## config.mk

```make
export PLATFORM = sky130hd
export DESIGN_NAME = canvas_rmw_saver_flat
export DESIGN_NICKNAME = d
export VERILOG_FILES = /design/src/rtl/canvas_rmw_saver_if.sv /design/src/rtl/canvas_rmw_saver.sv /design/src/flat_wrapper.sv
export SDC_FILE = /design/constraint.sdc
export NUM_CORES = 1
export LEC_CHECK = 0
export CORE_AREA = 2 2 511 513
export CTS_BUF_LIST = sky130_fd_sc_hd__clkbuf_8
export DETAILED_ROUTE_END_ITERATION = 7
export DIE_AREA = 0 0 513 515
export GPL_TIMING_DRIVEN = 0
export PLACE_DENSITY_LB_ADDON = 0.12
export SLEW_MARGIN = 25
export SYNTH_ARGS = -nofsm -noshare
export SYNTH_HDL_FRONTEND = slang
export SYNTH_SLANG_ARGS = --single-unit
```

## constraint.sdc

```tcl
create_clock -name CLOCK_50 -period 2.56 [get_ports CLOCK_50]
set_input_delay 0.512 -clock CLOCK_50 [delete_from_list [all_inputs] [get_ports CLOCK_50]]
set_output_delay 0.512 -clock CLOCK_50 [all_outputs]
set_load 0.02 [all_outputs]
```

## src/rtl/canvas_rmw_saver_if.sv

```systemverilog
// Pen-sample handshake and frame-RAM row bus for canvas_rmw_saver.
// master = pen/cursor side plus RAM model, slave = the RMW engine.
interface canvas_rmw_saver_if #(
   parameter int WIDTH    = 640,
   parameter int HEIGHT   = 480,
   parameter int PIX_BITS = 1,
   parameter int ADDR_W   = $clog2(HEIGHT)
);
   logic [10:0]               x;
   logic [10:0]               y;
   logic [PIX_BITS-1:0]       color;
   logic                      erase;
   logic                      save_sw;
   logic                      pen_valid;
   logic                      pen_ready;
   logic                      clear_req;
   logic [ADDR_W-1:0]         read_addr;
   logic [WIDTH*PIX_BITS-1:0] read;
   logic [ADDR_W-1:0]         write_addr;
   logic [WIDTH*PIX_BITS-1:0] data;
   logic                      write_en;
   logic                      busy;

   modport master (
      output x, y, color, erase, save_sw, pen_valid, clear_req, read,
      input  pen_ready, read_addr, write_addr, data, write_en, busy
   );

   modport slave (
      input  x, y, color, erase, save_sw, pen_valid, clear_req, read,
      output pen_ready, read_addr, write_addr, data, write_en, busy
   );
endinterface

```

## src/rtl/canvas_rmw_saver.sv

```systemverilog
// Read-modify-write engine committing pen samples into a row-organised canvas RAM.
// Define CANVAS_SAVER_STATS_EN to add the pix_count committed-pixel counter output.
//
// state   | meaning
// IDLE    | ready for a sample; pending clear takes priority
// RD_WAIT | row read issued, RAM data returns during WRITE
// WRITE   | merge pixel into row and write it back
// CLEAR   | zero rows 0..HEIGHT-1, one per cycle
module canvas_rmw_saver #(
   parameter int WIDTH    = 640,
   parameter int HEIGHT   = 480,
   parameter int PIX_BITS = 1,
   parameter int ADDR_W   = $clog2(HEIGHT)
) (
   input  logic                 CLOCK_50,
   input  logic                 reset,
   canvas_rmw_saver_if.slave    bus
`ifdef CANVAS_SAVER_STATS_EN
   ,
   output logic [31:0]          pix_count
`endif
);

   typedef enum logic [1:0] {IDLE, RD_WAIT, WRITE, CLEAR} state_t;

   state_t              state_q, state_d;
   logic [10:0]         x_q;
   logic [ADDR_W-1:0]   y_q;
   logic [PIX_BITS-1:0] color_q;
   logic                erase_q;
   logic                clear_pend_q;
   logic [ADDR_W-1:0]   cnt_q;
   logic [ADDR_W-1:0]   raddr_q;

   logic                clear_now;
   logic                in_range;
   logic                accept;
   logic                commit;
   logic                cnt_last;

   assign clear_now = clear_pend_q | bus.clear_req;
   assign in_range  = ({21'd0, bus.x} < 32'(WIDTH)) && ({21'd0, bus.y} < 32'(HEIGHT));
   assign cnt_last  = (cnt_q == ADDR_W'(HEIGHT - 1));

   always_comb begin
      state_d = state_q;
      accept  = 1'b0;
      commit  = 1'b0;
      case (state_q)
         IDLE: begin
            if (clear_now) begin
               state_d = CLEAR;
            end else if (bus.pen_valid) begin
               accept = 1'b1;
               if (bus.save_sw && in_range) begin
                  commit  = 1'b1;
                  state_d = RD_WAIT;
               end
            end
         end
         RD_WAIT: state_d = WRITE;
         WRITE:   state_d = IDLE;
         CLEAR:   if (cnt_last) state_d = IDLE;
         default: state_d = IDLE;
      endcase
   end

   always_ff @(posedge CLOCK_50) begin
      if (reset) begin
         state_q      <= IDLE;
         x_q          <= '0;
         y_q          <= '0;
         color_q      <= '0;
         erase_q      <= 1'b0;
         clear_pend_q <= 1'b0;
         cnt_q        <= '0;
         raddr_q      <= '0;
      end else begin
         state_q <= state_d;
         if (accept) begin
            x_q     <= bus.x;
            y_q     <= bus.y[ADDR_W-1:0];
            color_q <= bus.color;
            erase_q <= bus.erase;
         end
         if (commit) raddr_q <= bus.y[ADDR_W-1:0];
         // Requests arriving mid-sweep are absorbed; only RMW states latch them.
         if (state_q == CLEAR) begin
            if (cnt_last) clear_pend_q <= 1'b0;
         end else if (state_q != IDLE && bus.clear_req) begin
            clear_pend_q <= 1'b1;
         end
         if (state_q == CLEAR && !cnt_last) cnt_q <= cnt_q + ADDR_W'(1);
         else                               cnt_q <= '0;
      end
   end

`ifdef CANVAS_SAVER_STATS_EN
   always_ff @(posedge CLOCK_50) begin
      if (reset) begin
         pix_count <= '0;
      end else if (state_q == IDLE && state_d == CLEAR) begin
         pix_count <= '0;
      end else if (state_q == WRITE && pix_count != 32'hFFFF_FFFF) begin
         pix_count <= pix_count + 32'd1;
      end
   end
`endif

   logic [WIDTH*PIX_BITS-1:0] row_merged;
   logic [PIX_BITS-1:0]       pix;

   always_comb begin
      pix        = erase_q ? '0 : color_q;
      row_merged = bus.read;
      for (int i = 0; i < WIDTH; i++) begin
         if (x_q == 11'(i)) row_merged[i*PIX_BITS +: PIX_BITS] = pix;
      end
   end

   // Ready is withheld while a clear is pending so no accepted sample is lost.
   assign bus.pen_ready  = (state_q == IDLE) && !clear_now && !reset;
   assign bus.busy       = (state_q != IDLE);
   assign bus.read_addr  = raddr_q;
   assign bus.write_en   = (state_q == WRITE) || (state_q == CLEAR);
   assign bus.write_addr = (state_q == CLEAR) ? cnt_q : y_q;

   always_comb begin
      bus.data = '0;
      if (state_q == WRITE) bus.data = row_merged;
   end

endmodule

```

## src/flat_wrapper.sv

```systemverilog
// flat-port wrapper written by rule: the top's interface ports become plain ports
module canvas_rmw_saver_flat 
#(
   parameter int WIDTH    = 640,
   parameter int HEIGHT   = 480,
   parameter int PIX_BITS = 1,
   parameter int ADDR_W   = $clog2(HEIGHT)
)
  (CLOCK_50, reset, bus_x, bus_y, bus_color, bus_erase, bus_save_sw, bus_pen_valid, bus_clear_req, bus_read, bus_pen_ready, bus_read_addr, bus_write_addr, bus_data, bus_write_en, bus_busy);
  canvas_rmw_saver_if #(.WIDTH(WIDTH), .HEIGHT(HEIGHT), .PIX_BITS(PIX_BITS), .ADDR_W(ADDR_W)) bus_i ();
  input  logic CLOCK_50;
  input  logic reset;
  input wire logic [$bits(bus_i.x)-1:0] bus_x;
  input wire logic [$bits(bus_i.y)-1:0] bus_y;
  input wire logic [$bits(bus_i.color)-1:0] bus_color;
  input wire logic [$bits(bus_i.erase)-1:0] bus_erase;
  input wire logic [$bits(bus_i.save_sw)-1:0] bus_save_sw;
  input wire logic [$bits(bus_i.pen_valid)-1:0] bus_pen_valid;
  input wire logic [$bits(bus_i.clear_req)-1:0] bus_clear_req;
  input wire logic [$bits(bus_i.read)-1:0] bus_read;
  output wire logic [$bits(bus_i.pen_ready)-1:0] bus_pen_ready;
  output wire logic [$bits(bus_i.read_addr)-1:0] bus_read_addr;
  output wire logic [$bits(bus_i.write_addr)-1:0] bus_write_addr;
  output wire logic [$bits(bus_i.data)-1:0] bus_data;
  output wire logic [$bits(bus_i.write_en)-1:0] bus_write_en;
  output wire logic [$bits(bus_i.busy)-1:0] bus_busy;
  assign bus_i.x = bus_x;
  assign bus_i.y = bus_y;
  assign bus_i.color = bus_color;
  assign bus_i.erase = bus_erase;
  assign bus_i.save_sw = bus_save_sw;
  assign bus_i.pen_valid = bus_pen_valid;
  assign bus_i.clear_req = bus_clear_req;
  assign bus_i.read = bus_read;
  assign bus_pen_ready = bus_i.pen_ready;
  assign bus_read_addr = bus_i.read_addr;
  assign bus_write_addr = bus_i.write_addr;
  assign bus_data = bus_i.data;
  assign bus_write_en = bus_i.write_en;
  assign bus_busy = bus_i.busy;
  canvas_rmw_saver #(.WIDTH(WIDTH), .HEIGHT(HEIGHT), .PIX_BITS(PIX_BITS), .ADDR_W(ADDR_W)) u_core (.CLOCK_50(CLOCK_50), .reset(reset), .bus(bus_i));
endmodule
```

==> metrics.txt <==
clk root buf=clkbuf_8; DR iter-0 viols=2481; Clock Sink Count=43; crit path kind=reg2out; Comb pwr share=88.8%; Worst R2R Setup Slack=0.14 ns; commonest non-fill, non-tap cells in the layout=clkdlybuf4s50_1, a21oi_1, buf_4; instance area at placement=31940 um^2; Worst Setup SP=u_core.x_q[10]; max-slew violations=0; Synth Cell Area=13540 um^2; Critical Path End Type=output port; Clk pwr share=5.1%; DR vias=30760; largest net degree at the start of global routing=16; hold buffer count at cts=0; pwr/cell area=309.2 nW/um^2; number of core rows=187; post-synthesis cell count=2386; DR vias/cell=4.073; P_int=0.004812 W; initial antenna violation count=317; Cell variety after synth=51; sw frac=60.85%; worst path required time=2.05 ns; Hold Startpoint=u_core.y_q[8]; Async SR Flop Fraction=0%; Crit Path Max Fanout=10; Remaining DRCs=0; final setup TNS=-299.59 ns; maximum buffer depth of the clock tree=2; Worst Tran Pin Value=0.8090 ns; gpl congestion=0.8930; CTS clk-pin slew, worst paths=0.11 ns; yosys warns=0; RSZ-0062 raised after global routing=yes; die width=513 um; first-pass GRT wire length=393.1 mm; maximum vdd drop=0.1924 mV; arrival time worst endpoint=2.67 ns; most common library cell in the layout ignoring fill and taps=clkdlybuf4s50_1; post-synthesis area per instance=5.676 um^2; fin area=39760 um^2; drt first pass iters=5; Seq pwr share=6.1%; Max Cap Viol=0; Net count, final=4744; Clock Skew=0.01296 ns; Final HPWL DP=280.0 mm; total CTS buffers=5; CTS tree=yes; worst hold slack=0.4668 ns; reg-to-reg startpoint=u_core.state_q[1]; Starting Density=5.238%; Worst Reg-to-Reg Cells=5; total power draw=0.01229 W; core area=258500 um^2; Leakage=13.60 nW; dominant synthesized flop cell=dfxtp_1; port bufs=1328; Tcrit/Tclk final=124.2%; status=complete, but fails checks; Peak Freq=0.3146 GHz; Chip Height=515 um; number of global-route vias before repair=28170; Post-synth EDFFs=0; Layout area overhead=193.6%; Synth Register Bits=43; Min-Delay Endpoint=u_core.y_q[8]; sw power=0.007479 W; final setup fails=656; Net Count, Synth=3056; clock latency on the worst-skew pair=0.34 ns; final hold viol count=0; DR WL/cell=44.23 um; Seq/Total Area, Yosys=6.356%; Max transition margin=46.07%; r2r endpoint=u_core.x_q[3]; WL final=334.1 mm; Antenna Nets Post-Route=0; setup ws final=-0.6187 ns; Hold WC Path Type=reg2reg; Ports=1330; share of cells above drive strength 1=42.97%; Remaining Overflow, GRT=0; CTS H-tree depth=2; GRT Total Usage=23.61%; fin util=15.38%; Critical Path Start Type=flip-flop; Filler cells=29660; Final min period=3.179 ns; die area=264200 um^2; failing checks=negative setup slack; Hold Path Depth=2
## synthesized netlist by cell type (9+ instances only)
library cell / count / share of area, %
buf_4: 17 / 0.94
nand2b_1: 23 / 1.1
nor2_1: 47 / 1.3
mux2_2: 9 / 0.75
nand3_1: 385 / 14
nand2_1: 91 / 2.5
nor2_2: 30 / 1.4
mux2i_1: 10 / 0.74
nand4bb_1: 11 / 0.91
dfxtp_1: 43 / 6.4
o21ai_0: 379 / 14
clkbuf_1: 216 / 6.0
buf_2: 102 / 3.8
nor4bb_1: 10 / 0.74
a21oi_1: 661 / 24
a211oi_1: 257 / 14
## what timing repair did
action,4_1_cts,5_1_grt
buffers inserted,148,143
gates cloned,1,31
gates resized for setup,2912,1502
endpoints found under the setup margin,657,661
pin swaps,94,152
## critical path, cell delays in order (launching register included)
cell	delay, ns
dfxtp_2	0.33
buf_8	0.13
or3b_4	0.48
buf_12	0.18
nor2_4	0.19
buf_8	0.19
a21oi_1	0.10
a211oi_2	0.42
buf_2	0.27
## kinds of logic after synthesis
kind of cell | count (synthesis) | share of synthesized area, %
xor+xnor | 7 | 0.4527
mux | 19 | 1.487
flops | 43 | 6.356
simple gates | 663 | 27.34
compound gates | 1306 | 53.08
fa+ha+maj | 1 | 0.09237
buf+inv | 347 | 11.20
## layout make-up
class	instances	area, um^2	share of cell area (%)
repair buffers	1687	16630	41.83
multi-input cells	1996	14050	35.34
well taps	3402	4257	10.71
plain buffers	340	3608	9.077
flip-flops and latches	43	900.9	2.266
diodes	75	187.7	0.4721
clock buffers	5	68.82	0.1731
clock inverters	3	47.55	0.1196
inverters	1	3.754	0.009442
## how the worst max path moves through the flow
| stage | endpoint | slack [ns] | cells past startpoint |
|---|---|---|---|
| floorplan | bus_data[392] | 0.008 | 6 |
| detailed placement | bus_data[607] | -2.18 | 8 |
| global route | bus_data[342] | -0.67 | 8 |
| CTS | bus_data[551] | -0.72 | 8 |
| global placement | bus_data[639] | -4.39 | 6 |
| finish | bus_data[423] | -0.62 | 8 |
## power groups by stage
stage / logic [W] / clock network, W / registers (W)
floorplan: 0.00352 / 0 / 0.000739
global placement: 0.0102 / 0 / 0.000756
global route: 0.0112 / 0.000671 / 0.000755
finish: 0.0109 / 0.000623 / 0.000751
CTS: 0.0104 / 0.000660 / 0.000746
detailed placement: 0.0103 / 0 / 0.000759
## state kept, by name (all words and copies together), names as in the netlist
signal and cells:
u_core.state_q 2, u_core.color_q 1, u_core.bus.read_addr 9, u_core.clear_pend_q 1, u_core.cnt_q 9, u_core.y_q 9, u_core.x_q 11, u_core.erase_q 1
## layer usage
layer  GRT usage, %  up-vias  part of all wire (%)
li1               -    12530                     -
met1          30.88    15450                    43
met2          36.70     2029                    43
met4          4.597      202                   3.4
met3          8.922      554                    10
met5              0        -                  0.39
## per-stage QoR
| stage | std cells | setup WS, ns |
|---|---|---|
| 2_1_floorplan | 2386 | 0.007765 |
| 3_3_place_gp | 7116 | -4.393 |
| 3_5_place_dp | 7153 | -2.179 |
| 4_1_cts | 7308 | -0.7184 |
| 5_1_grt | 7490 | -0.6693 |
| 6_report | 7552 | -0.6187 |
Power figures use the tool's default switching activity.
